[src/rtl/bank_row_loader.sv]
// bank_row_loader: fill stage for the M10K bank array.
// It accepts a row-major matrix as a valid/ready stream of W-bit elements.
// It packs N_BANKS consecutive elements into one word and writes that word
// to every bank at once through port A. Element k of a row lands in bank
// (k mod N_BANKS).
module bank_row_loader #(
    parameter int N_BANKS        = 16,
    parameter int W              = 8,
    parameter int DEPTH_PER_BANK = 1024,
    parameter int ROWS           = 16,
    parameter int COLS           = 16,
    localparam int AW            = (DEPTH_PER_BANK > 1) ? $clog2(DEPTH_PER_BANK) : 1,
    localparam int BEW           = (W / 8 > 1) ? W / 8 : 1
) (
    input  logic                    clk,
    input  logic                    rst,
    input  logic                    start,
    input  logic [AW-1:0]           base_addr,
    output logic                    busy,
    output logic                    done,
    input  logic                    s_valid,
    input  logic [W-1:0]            s_data,
    output logic                    s_ready,
    output logic [N_BANKS-1:0]      a_en,
    output logic [N_BANKS-1:0]      a_we,
    output logic [N_BANKS*AW-1:0]   a_addr,
    output logic [N_BANKS*W-1:0]    a_din,
    output logic [N_BANKS*BEW-1:0]  a_be
);

    localparam int TOTAL_WORDS = ROWS * COLS / N_BANKS;
    localparam int LW          = (N_BANKS > 1) ? $clog2(N_BANKS) : 1;
    localparam int WCW         = (TOTAL_WORDS > 1) ? $clog2(TOTAL_WORDS) : 1;

    // A packed word must never straddle two matrix rows.
    generate
        if (COLS % N_BANKS != 0) begin : g_bad_cols
            $error("bank_row_loader: COLS must be a multiple of N_BANKS");
        end
    endgenerate

    typedef enum logic [1:0] {
        S_IDLE,
        S_LOAD,
        S_DONE
    } state_t;

    state_t               state_q;
    state_t               state_d;

    logic [LW-1:0]        lane_q;      // next lane to fill
    logic [WCW-1:0]       word_q;      // words written in this load
    logic [AW-1:0]        addr_q;      // base + word, wrapped to the bank depth
    logic                 wr_q;        // write strobe for the current cycle
    logic [N_BANKS*AW-1:0] a_addr_q;
    logic [N_BANKS*W-1:0]  a_din_q;
    logic [W-1:0]         lane_mem [N_BANKS];
    logic [N_BANKS*W-1:0] din_next;

    logic                 accept;
    logic                 last_lane;
    logic                 last_word;

    assign accept    = s_valid && s_ready;
    assign last_lane = (lane_q == LW'(N_BANKS - 1));
    assign last_word = (word_q == WCW'(TOTAL_WORDS - 1));

    // State register.
    always_ff @(posedge clk or posedge rst) begin
        // NOTE: every clocked state update uses <=, so all registers in a
        // cycle see the values from before the edge, whatever the statement order.
        if (rst) begin
            state_q <= S_IDLE;
        end else begin
            state_q <= state_d;
        end
    end

    // Next-state logic: the load ends on the final element, DONE lasts one cycle.
    always_comb begin
        // NOTE: the default assignment first means every path assigns
        // state_d, so no latch is inferred.
        state_d = state_q;
        case (state_q)
            S_IDLE: if (start) state_d = S_LOAD;
            S_LOAD: if (accept && last_lane && last_word) state_d = S_DONE;
            S_DONE: state_d = S_IDLE;
            default: state_d = S_IDLE;
        endcase
    end

    // Status and handshake outputs, decoded from the state alone.
    always_comb begin
        busy    = 1'b0;
        done    = 1'b0;
        s_ready = 1'b0;
        case (state_q)
            S_LOAD: begin
                busy    = 1'b1;
                s_ready = 1'b1;
            end
            S_DONE: begin
                busy = 1'b1;
                done = 1'b1;
            end
            default: ;
        endcase
    end

    // Packed word: the stored lanes plus the element being accepted on the last lane.
    always_comb begin
        din_next = '0;
        for (int i = 0; i < N_BANKS - 1; i++) begin
            din_next[i*W +: W] = lane_mem[i];
        end
        din_next[(N_BANKS-1)*W +: W] = s_data;
    end

    // Lane, word and address tracking, plus the registered port A write.
    always_ff @(posedge clk or posedge rst) begin
        if (rst) begin
            lane_q   <= '0;
            word_q   <= '0;
            addr_q   <= '0;
            wr_q     <= 1'b0;
            a_addr_q <= '0;
            a_din_q  <= '0;
        end else begin
            wr_q <= 1'b0;
            if (state_q == S_IDLE && start) begin
                addr_q <= base_addr;
                word_q <= '0;
            end
            if (accept) begin
                lane_q <= last_lane ? '0 : lane_q + 1'b1;
                if (last_lane) begin
                    wr_q     <= 1'b1;
                    a_addr_q <= {N_BANKS{addr_q}};
                    a_din_q  <= din_next;
                    word_q   <= last_word ? '0 : word_q + 1'b1;
                    addr_q   <= (addr_q == AW'(DEPTH_PER_BANK - 1)) ? '0 : addr_q + 1'b1;
                end
            end
        end
    end

    // Lane storage for the word being assembled.
    always_ff @(posedge clk) begin
        // NOTE: the lane storage has no reset; each lane is written before it
        // is read, and the control path alone decides when a word goes out.
        if (accept) begin
            lane_mem[lane_q] <= s_data;
        end
    end

    assign a_en   = {N_BANKS{wr_q}};
    assign a_we   = {N_BANKS{wr_q}};
    assign a_addr = a_addr_q;
    assign a_din  = a_din_q;
    assign a_be   = '1;

endmodule

[config.mk]
export PLATFORM = sky130hd
export DESIGN_NAME = bank_row_loader
export DESIGN_NICKNAME = d
export VERILOG_FILES = /design/src/rtl/bank_row_loader.sv
export SDC_FILE = /design/constraint.sdc
export NUM_CORES = 1
export LEC_CHECK = 0
export CAP_MARGIN = 15
export CORE_ASPECT_RATIO = 0.5
export CORE_MARGIN = 2
export CORE_UTILIZATION = 42
export DETAILED_ROUTE_END_ITERATION = 6
export DONT_BUFFER_PORTS = 1
export GPL_ROUTABILITY_DRIVEN = 1
export SLEW_MARGIN = 20
export SYNTH_ARGS = -nofsm -noshare
export SYNTH_HDL_FRONTEND = slang
export SYNTH_SLANG_ARGS = --single-unit
[constraint.sdc]
create_clock -name clk -period 5.75 [get_ports clk]
set_input_delay 0.8625 -clock clk [delete_from_list [all_inputs] [get_ports clk]]
set_output_delay 0.8625 -clock clk [all_outputs]
set_load 0.02 [all_outputs]
== Yosys cells after proc, flatten, opt, wreduce, memory -nomap -nowiden ==
Memories as Yosys holds them, arrays and structs flattened. A register that Yosys moved wholly into a read port is not among the register bits.
Index checks and enable logic that the tools add are counted.

* Reduce and logical (&&, ||, !) cells: 8
* Muxes and demuxes: 19
* Eq/ne operators: 7
* Add/subtract/negate cells: 3

{| class="wikitable"
|+ Operators by type and width
! operator !! number
|-
| two-way mux 10 bit || 4
|-
| two-way mux 4 bit || 5
|-
| adder 10 x 1 -> 10 bit (second input constant) || 1
|-
| == test 10 bit (second input constant) || 1
|-
| adder 4 x 1 -> 4 bit (second input constant) || 2
|-
| == test 4 bit (second input constant) || 2
|-
| two-way mux 1 bit || 7
|-
| logical AND 1 bit || 4
|-
| two-way mux 2 bit || 2
|-
| inequality test 2 bit (second input constant) || 2
|-
| one-hot mux 2 bit (2 select lines) || 1
|-
| AND reduction 2 bit || 2
|-
| == test 2 x 1 -> 1 bit (second input constant) || 1
|-
| == test 2 bit (second input constant) || 1
|-
| logical NOT 2 bit || 1
|-
| OR reduction 2 bit || 1
|}

* Input bits: 22
* Output and inout bits: 339
* Memory bits (writable): 128
* Memories kept: 1
* Bits in registers: 309
* Logic and storage cells: 45

{| class="wikitable"
|+ Memory list
! name !! words !! bits a word !! read ports !! clocked after memory_dff !! write ports !! RTL line !! RTL
|-
| lane_mem || 16 || 8 || 15 || 15 || 1 || 57 || <nowiki>logic [W-1:0] lane_mem [N_BANKS];</nowiki>
|}

== Depth between registers and ports, before layout ==
Gate-level depths: netlist of the first run.

* Depth after elaboration: 7
* Depth in mapped cells: 10
* Mapped depth without buffers: 7

== Worst setup path before layout of the first run ==
Ideal clock, no wire load.

* Path kind: register to register
* From: reg state_q[1]
* To: mem lane_mem[11][0] (enable)
* Arrival time: 1.572 ns
* Setup slack: 3.846 ns
* Period minus slack after synthesis: 1.904 ns
* Data required time: 5.418 ns
* Stages on the path, launching flop included: 6
* Setup time: 0.332 ns
* Cells stage by stage: dfrtp_1 inv_1 ha_1 nand2_1 nor3b_1 and2_1

* Cells in the longest elaborated chain, start to end: 5

{| class="wikitable"
|+ RTL lines
! element !! RTL line !! RTL
|-
| from (decl) || 48 || <nowiki>state_t state_q;</nowiki>
|-
| from (signal assigned) || 75 || <nowiki>state_q <= state_d;</nowiki>
|-
| == test 2 x 1 -> 1 bit || 97 || <nowiki>case (state_q)</nowiki>
|-
| two-way mux 1 bit || 97 ||
|-
| net s_ready || 23 || <nowiki>output logic s_ready,</nowiki>
|-
| logical AND 1 bit || 64 || <nowiki>assign accept = s_valid && s_ready;</nowiki>
|-
| two-way mux 1 bit || 151 || <nowiki>if (accept) begin</nowiki>
|-
| two-way mux 1 bit (implied by the code) || 152 || <nowiki>lane_mem[lane_q] <= s_data;</nowiki>
|-
| to (decl) || 57 ||
|}

The timed path passes the listed nets, and every way through them passes these cells.

== Final worst setup path of the first run ==
* From: reg state_q[1]
* To: reg a_din_q[10], in the netlist a_din[10] (read register of lane_mem)

* Cells in the longest elaborated chain, start to end: 4

{| class="wikitable"
|+ RTL lines
! element !! RTL line !! RTL
|-
| == test 2 x 1 -> 1 bit || 97 ||
|-
| two-way mux 1 bit || 97 ||
|-
| net s_ready || 23 ||
|-
| logical AND 1 bit || 64 ||
|-
| AND reduction 2 bit (no source line) || -- ||
|-
| to (decl) || 56 || <nowiki>logic [N_BANKS*W-1:0] a_din_q;</nowiki>
|}

The timed path passes the listed nets, and every way through them passes these cells.
A chain may end at the register's enable or synchronous reset.

==> metrics.cfg, run 1 <==
[clock_network]
cts-hold-fix-buffers = 0
clk_pin_slew_ps = 60
clockBufferDepth = 3
cts_resized = 0
cts_tree = yes
clock-sinks = 279
ctsHtreeMaxLevel = 1
post_cts.repair.setup_buffers = 0
clock_latency_ps = 530
clock-root-buffer = clkbuf_16
cts_buffers = 26

[placement]
numPortBuffers = 0
place_area_mm2 = 0.0106
dp_cells = 1219
routabilityCongestion = 0.784
dp_hpwl_mm = 15.3

[sta]
hold_viol = 0
slew_viol_final = 0
fin_setup_tns_ps = 0
worstMarginPinSlew_ps = 946
fmax_ghz = 0.287
finalClockSkew_ps = 13.3
grt_setup_unrepaired = no
min_period_ps = 3480
fin_crit_sh = 0.606
setup_viol = 0
max_slew_margin = 0.369

[finish]
drive_gt1_frac = 0.0734
n_fill_cell = 2568
multi_input_area_mm2 = 0.00241
final_cell_area_mm2 = 0.0115
seq_area_mm2 = 0.00762
fin_cells = 1267
nNetsFinal = 898
syn_to_final_growth_pct = -1.48
diodes = 0

[setup_path]
worstRegToRegCells = 8
crit_type = flip-flop to flip-flop
r2r_start = state_q[1]$_DFFE_PP0P_
r2r_setup_slack_ps = 2270
r2r_end = a_din[10]$_DFFE_PP0N_
end_kind = flip-flop
required_ps = 6210
critPathMaxFanout = 109
cp_data_arrival_time_ps = 3940
crit_path_start_kind = flip-flop

[synthesis]
yosys.area.top_type = dfrtp_1
ys_ff_latch = 279
synth_flop_cell = dfrtp_1
synth_warnings = 0
seq_area_frac_synth = 0.651
postSynthAreaPerCell_um2 = 11.1
synth_area_mm2 = 0.0116
synthArstFlopShare = 0.570
synth_top_area_share = 0.342
synth_edf_count = 120
synth_cells = 1051
ys_top_cells_by_area = dfrtp_1 34%, edfxtp_1 31%, nand2_1 14%
synthDistinctLibCells = 41

[grt]
grt_overflow = 0
grt_use_total = 0.168
grt_pass1_wl_mm = 37.3
grt_pass1_vias = 6081
antenna_found_initial = 0
grt_max_degree = 110

[die]
fp.coreArea_mm2 = 0.0275
ioPinCount = 361
die_w_um = 239
row_count = 43
dieHeight_um = 122
die-area_mm2 = 0.0292
initial_utilization = 0.424

[power]
ir_worst_vdd_uv = 186
cellLeakagePower_uw = 0.00523
power.density_mw_per_mm2 = 524

[detailed_routing]
antenna_left = 0
num_vias = 6131
first_iter_violations = 389
wl_per_cell_um = 19.5
avgViaCountPerCell = 4.84
first_pass_iters = 5
wl_mm = 24.8
remaining_drc_errors = 0

[job]
maxCapViolCount = 0

[run_status]
status = finished, final reports clean

[hold_path]
hp-class = input pin to async pin

==> metrics by stage <==
| step | worst slack [ps] | power [uW] | hold WS (ps) | utilization |
|---|---|---|---|---|
| finish | 2270 | 6010 | 345 | 0.417 |
| global route | 1900 | 6290 | 406 | 0.417 |
| CTS | 1970 | 6060 | 398 | 0.417 |
| detailed placement | 2010 | 4310 | 420 | 0.386 |
| global placement | 2170 | 4270 | 418 | 0.386 |
| floorplan | 596 | 4490 | 415 | - |
==> placed cells by master (no fill, tap or decap), types with 3 or more instances in the layout <==
| master | count |
|---|---|
| edfxtp_1 | 120 |
| and3_1 | 6 |
| dfrtp_4 | 11 |
| ha_1 | 11 |
| clkbuf_1 | 4 |
| mux2i_1 | 3 |
| nor2_1 | 4 |
| nand4_1 | 5 |
| o221a_2 | 3 |
| inv_1 | 7 |
| clkinv_2 | 6 |
| nand2_1 | 422 |
| dfrtp_1 | 148 |
| conb_1 | 16 |
| nor3_1 | 4 |
| buf_4 | 3 |
| clkinv_1 | 4 |
| and2_1 | 14 |
| a21oi_1 | 4 |
| clkbuf_16 | 27 |
| o21ai_0 | 10 |
| nand3_1 | 15 |
| bufinv_16 | 3 |
==> kinds of logic (layout without fill, tap and decap cells) <==
group                      count (synthesis)  in the layout  synth area share
AOI/OAI and AO/OA                         31             31            0.0182
xor gates and xnor gates                   2              2           0.00150
adders and majority gates                 11             11            0.0118
buffers and inverters                    242             61             0.147
DFF                                      279            279             0.651
muxes                                      5              5           0.00451
other                                      1             16          0.000322
and+or+nand+nor                          480            480             0.165
==> sequential cells by signal, indices dropped and copies added (netlist names) <==
name	flops
a_addr	10
a_din	128
addr_q	10
lane_mem	120
lane_q	4
state_q	2
word_q	4
wr_q	1
==> worst max path at each step <==
| stage | from | endpoint | slack (ps) |
|---|---|---|---|
| floorplan | rst | a_addr[149]$_DFFE_PP0N_ | 600 |
| global placement | state_q[1]$_DFFE_PP0P_ | a_din[18]$_DFFE_PP0N_ | 2170 |
| detailed placement | state_q[1]$_DFFE_PP0P_ | a_din[122]$_DFFE_PP0N_ | 2010 |
| CTS | state_q[1]$_DFFE_PP0P_ | a_din[10]$_DFFE_PP0N_ | 1970 |
| global route | state_q[1]$_DFFE_PP0P_ | a_din[10]$_DFFE_PP0N_ | 1900 |
| finish | state_q[1]$_DFFE_PP0P_ | a_din[10]$_DFFE_PP0N_ | 2270 |
==> cell type report <==
| type | count | area share |
|---|---|---|
| Tap cell | 382 | 0.0417 |
| Clock inverter | 15 | 0.0131 |
| Multi-Input combinational cell | 545 | 0.210 |
| Clock buffer | 33 | 0.0626 |
| Inverter | 9 | 0.00382 |
| Sequential cell | 279 | 0.665 |
| Timing Repair Buffer | 4 | 0.00436 |
==> where the power goes <==
part	switching (uW)	total, uW	internal (uW)
Sequential	1210	3660	2450
Combinational	374	594	220
Clock	736	1750	1020
Total	2320	6010	3690
==> synth_stat cells, drive strengths merged, types with 2 or more instances <==
master / instances
a211oi: 2
a21oi: 5
a31oi: 2
and2: 14
and3: 7
buf: 225
clkbuf: 8
dfrtp: 159
edfxtp: 120
ha: 11
inv: 9
mux2: 2
mux2i: 3
nand2: 423
nand3: 15
nand4: 5
nor2: 4
nor2b: 2
nor3: 4
o21ai: 10
o221a: 3
o221ai: 2
o31ai: 2
or3: 2
==> critical path, cell delays in order, from the launching register on <==
cell and delay, ps:
dfrtp_1 400, inv_1 130, ha_1 410, and2_1 420, nand2_4 510, inv_6 760, buf_4 530, nand2_1 120
nand2_1 80
==> per-layer routing <==
metal / GRT usage / vias up / wire length (um)
li1: - / 2791 / -
met2: 0.301 / 198 / 12800
met5: 0 / - / 0
met3: 0.0286 / 29 / 1230
met1: 0.214 / 3113 / 10200
met4: 0.0371 / 0 / 447
Note: power is estimated with default switching activity, not from simulation.
==> run 2: changes to the inputs <==
==> constraint.sdc (replaced) <==
create_clock -name clk -period 2.82 [get_ports clk]
set_input_delay 0.423 -clock clk [delete_from_list [all_inputs] [get_ports clk]]
set_output_delay 0.423 -clock clk [all_outputs]
set_load 0.02 [all_outputs]
==> run 2 against run 1 <==
  * Power rose by 110%
  * Fmax up 45%
  * Final cell count rose by 1.3%
  * Die area stayed put
  * Flip-flop and latch count is the same
  * Hold slack worse by 300 ps
  * Register-to-register slack got worse by 1900 ps
  * Combinational power increased by 120%
==> metrics.cfg, run 2 (synthesis gave the netlist of run 1 again) <==
[finish]
final_util = 0.427
n_fill_cell = 2542
final_cell_mix = 422 x nand2_1, 148 x dfrtp_1, 120 x edfxtp_1, 27 x clkbuf_16, 16 x conb_1
drive_gt1_frac = 0.0844
syn_to_final_growth_pct = 0.709
nNetsFinal = 914
final_cell_area_mm2 = 0.0117
final_common_cell = nand2_1
largest_register_ffs = 128

[power]
p_switching_uw = 4830
netSwitchingFraction = 0.384
p_clk_frac = 0.305
power.density_mw_per_mm2 = 1070
seq_power_share = 0.592
share_comb_of_total_power = 0.103
ir_worst_vdd_uv = 449
internal_power_uw = 7750
cellLeakagePower_uw = 0.00535

[die]
die-area_mm2 = 0.0292
ioPinCount = 361
fp.coreArea_mm2 = 0.0275
dieHeight_um = 122
die_w_um = 239
initial_utilization = 0.424
row_count = 43

[sta]
slew_viol_final = 0
hold_viol = 0
fin_crit_sh = 0.854
max_slew_margin = 0.281
min_period_ps = 2410
finalClockSkew_ps = 8.47
fin_setup_tns_ps = 0
grt_setup_unrepaired = no
worstMarginPinSlew_ps = 1080
setup_viol = 0
fmax_ghz = 0.415
layout_setup_ws_ps = 411

[setup_path]
required_ps = 3280
end_kind = flip-flop
worstRegToRegCells = 8
cp_data_arrival_time_ps = 2870
crit_path_start = state_q[1]$_DFFE_PP0P_
r2r_start = state_q[1]$_DFFE_PP0P_
worstPathCellList = inv_1 -> ha_1 -> and2_1 -> nand2_4 -> inv_4 -> buf_4 -> nand2_1 -> nand2_1
r2r_end = a_din[125]$_DFFE_PP0N_
critPathMaxFanout = 38
r2r_setup_slack_ps = 410
endpoint = a_din[125]$_DFFE_PP0N_
cpMostUsedCell = nand2_1
slowest_stage = buf_4
slowest_delay_ps = 430
crit_path_start_kind = flip-flop
crit_type = flip-flop to flip-flop

[placement]
dp_hpwl_mm = 15.7
routabilityCongestion = 0.773
dp_slack_ps = 439
numPortBuffers = 0
place_area_mm2 = 0.0107

[clock_network]
clock-root-buffer = clkbuf_16
cts-hold-fix-buffers = 9
post_cts.repair.setup_buffers = 0
cts_buffers = 27
cts_tree = yes
clk_pin_slew_ps = 60
clock-sinks = 279
clockBufferDepth = 3
ctsHtreeMaxLevel = 1
cts_resized = 0
clock_latency_ps = 530

[grt]
grt_max_degree = 85
grt_overflow = 0
grt_use_total = 0.169
grt_pass1_wl_mm = 37.5
grt_pass1_vias = 6196
antenna_found_initial = 1

[detailed_routing]
first_pass_iters = 4
avgViaCountPerCell = 4.82
first_iter_violations = 449
wl_per_cell_um = 19.2
num_vias = 6192
remaining_drc_errors = 0
antenna_left = 0
wl_mm = 24.7

[job]
maxCapViolCount = 0

[hold_path]
min_delay_path_depth = 1
hp-class = input pin to flip-flop
worstHoldStart = base_addr[2]

[run_status]
status = finished, final reports clean

-- run 2: changes by cell type in the layout (fill, tap and decap cells not counted), sizes merged --
cell	delta
buf	+6
bufinv	+2
clkbuf	-1
clkinv	-2
clkinvlp	+1
diode	+1
dlygate4sd3	+9
inv	+1
-- run 2: worst min-delay path by stage --
stage,to,slack (ps)
5_1_grt,addr_q[2]$_DFF_PP0_,30
6_report,addr_q[2]$_DFF_PP0_,50
2_1_floorplan,a_din[0]$_DFFE_PP0N_,410
3_5_place_dp,a_din[4]$_DFFE_PP0N_,420
3_3_place_gp,a_din[54]$_DFFE_PP0N_,420
4_1_cts,addr_q[3]$_DFF_PP0_,30
-- run 2: worst max-delay path: cells and delay by family, from the launching register on --
family | cells | cell delay (ps)
adders and majority gates | 1 | 250
buffers and inverters | 3 | 850
DFF | 1 | 390
and+or+nand+nor | 4 | 830
-- run 2: area by class of cell --
class | count | area [um2] | share of cell area
sequential | 279 | 7620 | 0.650
tap | 382 | 478 | 0.0408
clock buffer | 32 | 714 | 0.0609
timing repair buffer | 19 | 235 | 0.0201
inverter | 9 | 40.0 | 0.00341
multi-input combinational | 545 | 2410 | 0.205
clock inverter | 17 | 225 | 0.0192
antenna | 1 | 2.50 | 0.000213
-- run 2: layer usage --
| layer | part of all wire | routed length (um) | track usage |
|---|---|---|---|
| met5 | 0 | 0 | 0 |
| met4 | 0.030 | 743 | 0.0465 |
| met3 | 0.047 | 1170 | 0.0320 |
| met2 | 0.50 | 12300 | 0.288 |
| met1 | 0.43 | 10500 | 0.222 |
-- run 2: power groups by stage --
stage	registers, uW	logic [uW]	clock network, uW
2_1_floorplan	6320	2830	0
3_3_place_gp	7540	1200	0
3_5_place_dp	7550	1250	0
4_1_cts	7480	1320	3900
5_1_grt	7620	1500	4080
6_report	7450	1290	3830
-- run 2: through the flow --
stage	hold WS, ps	std cells	power, uW
after floorplan	415	1066	9150
after global placement	418	1225	8730
after detailed placement	422	1225	8800
after CTS	28.2	1283	12700
after global routing	31.4	1284	13200
final	47.4	1284	12600
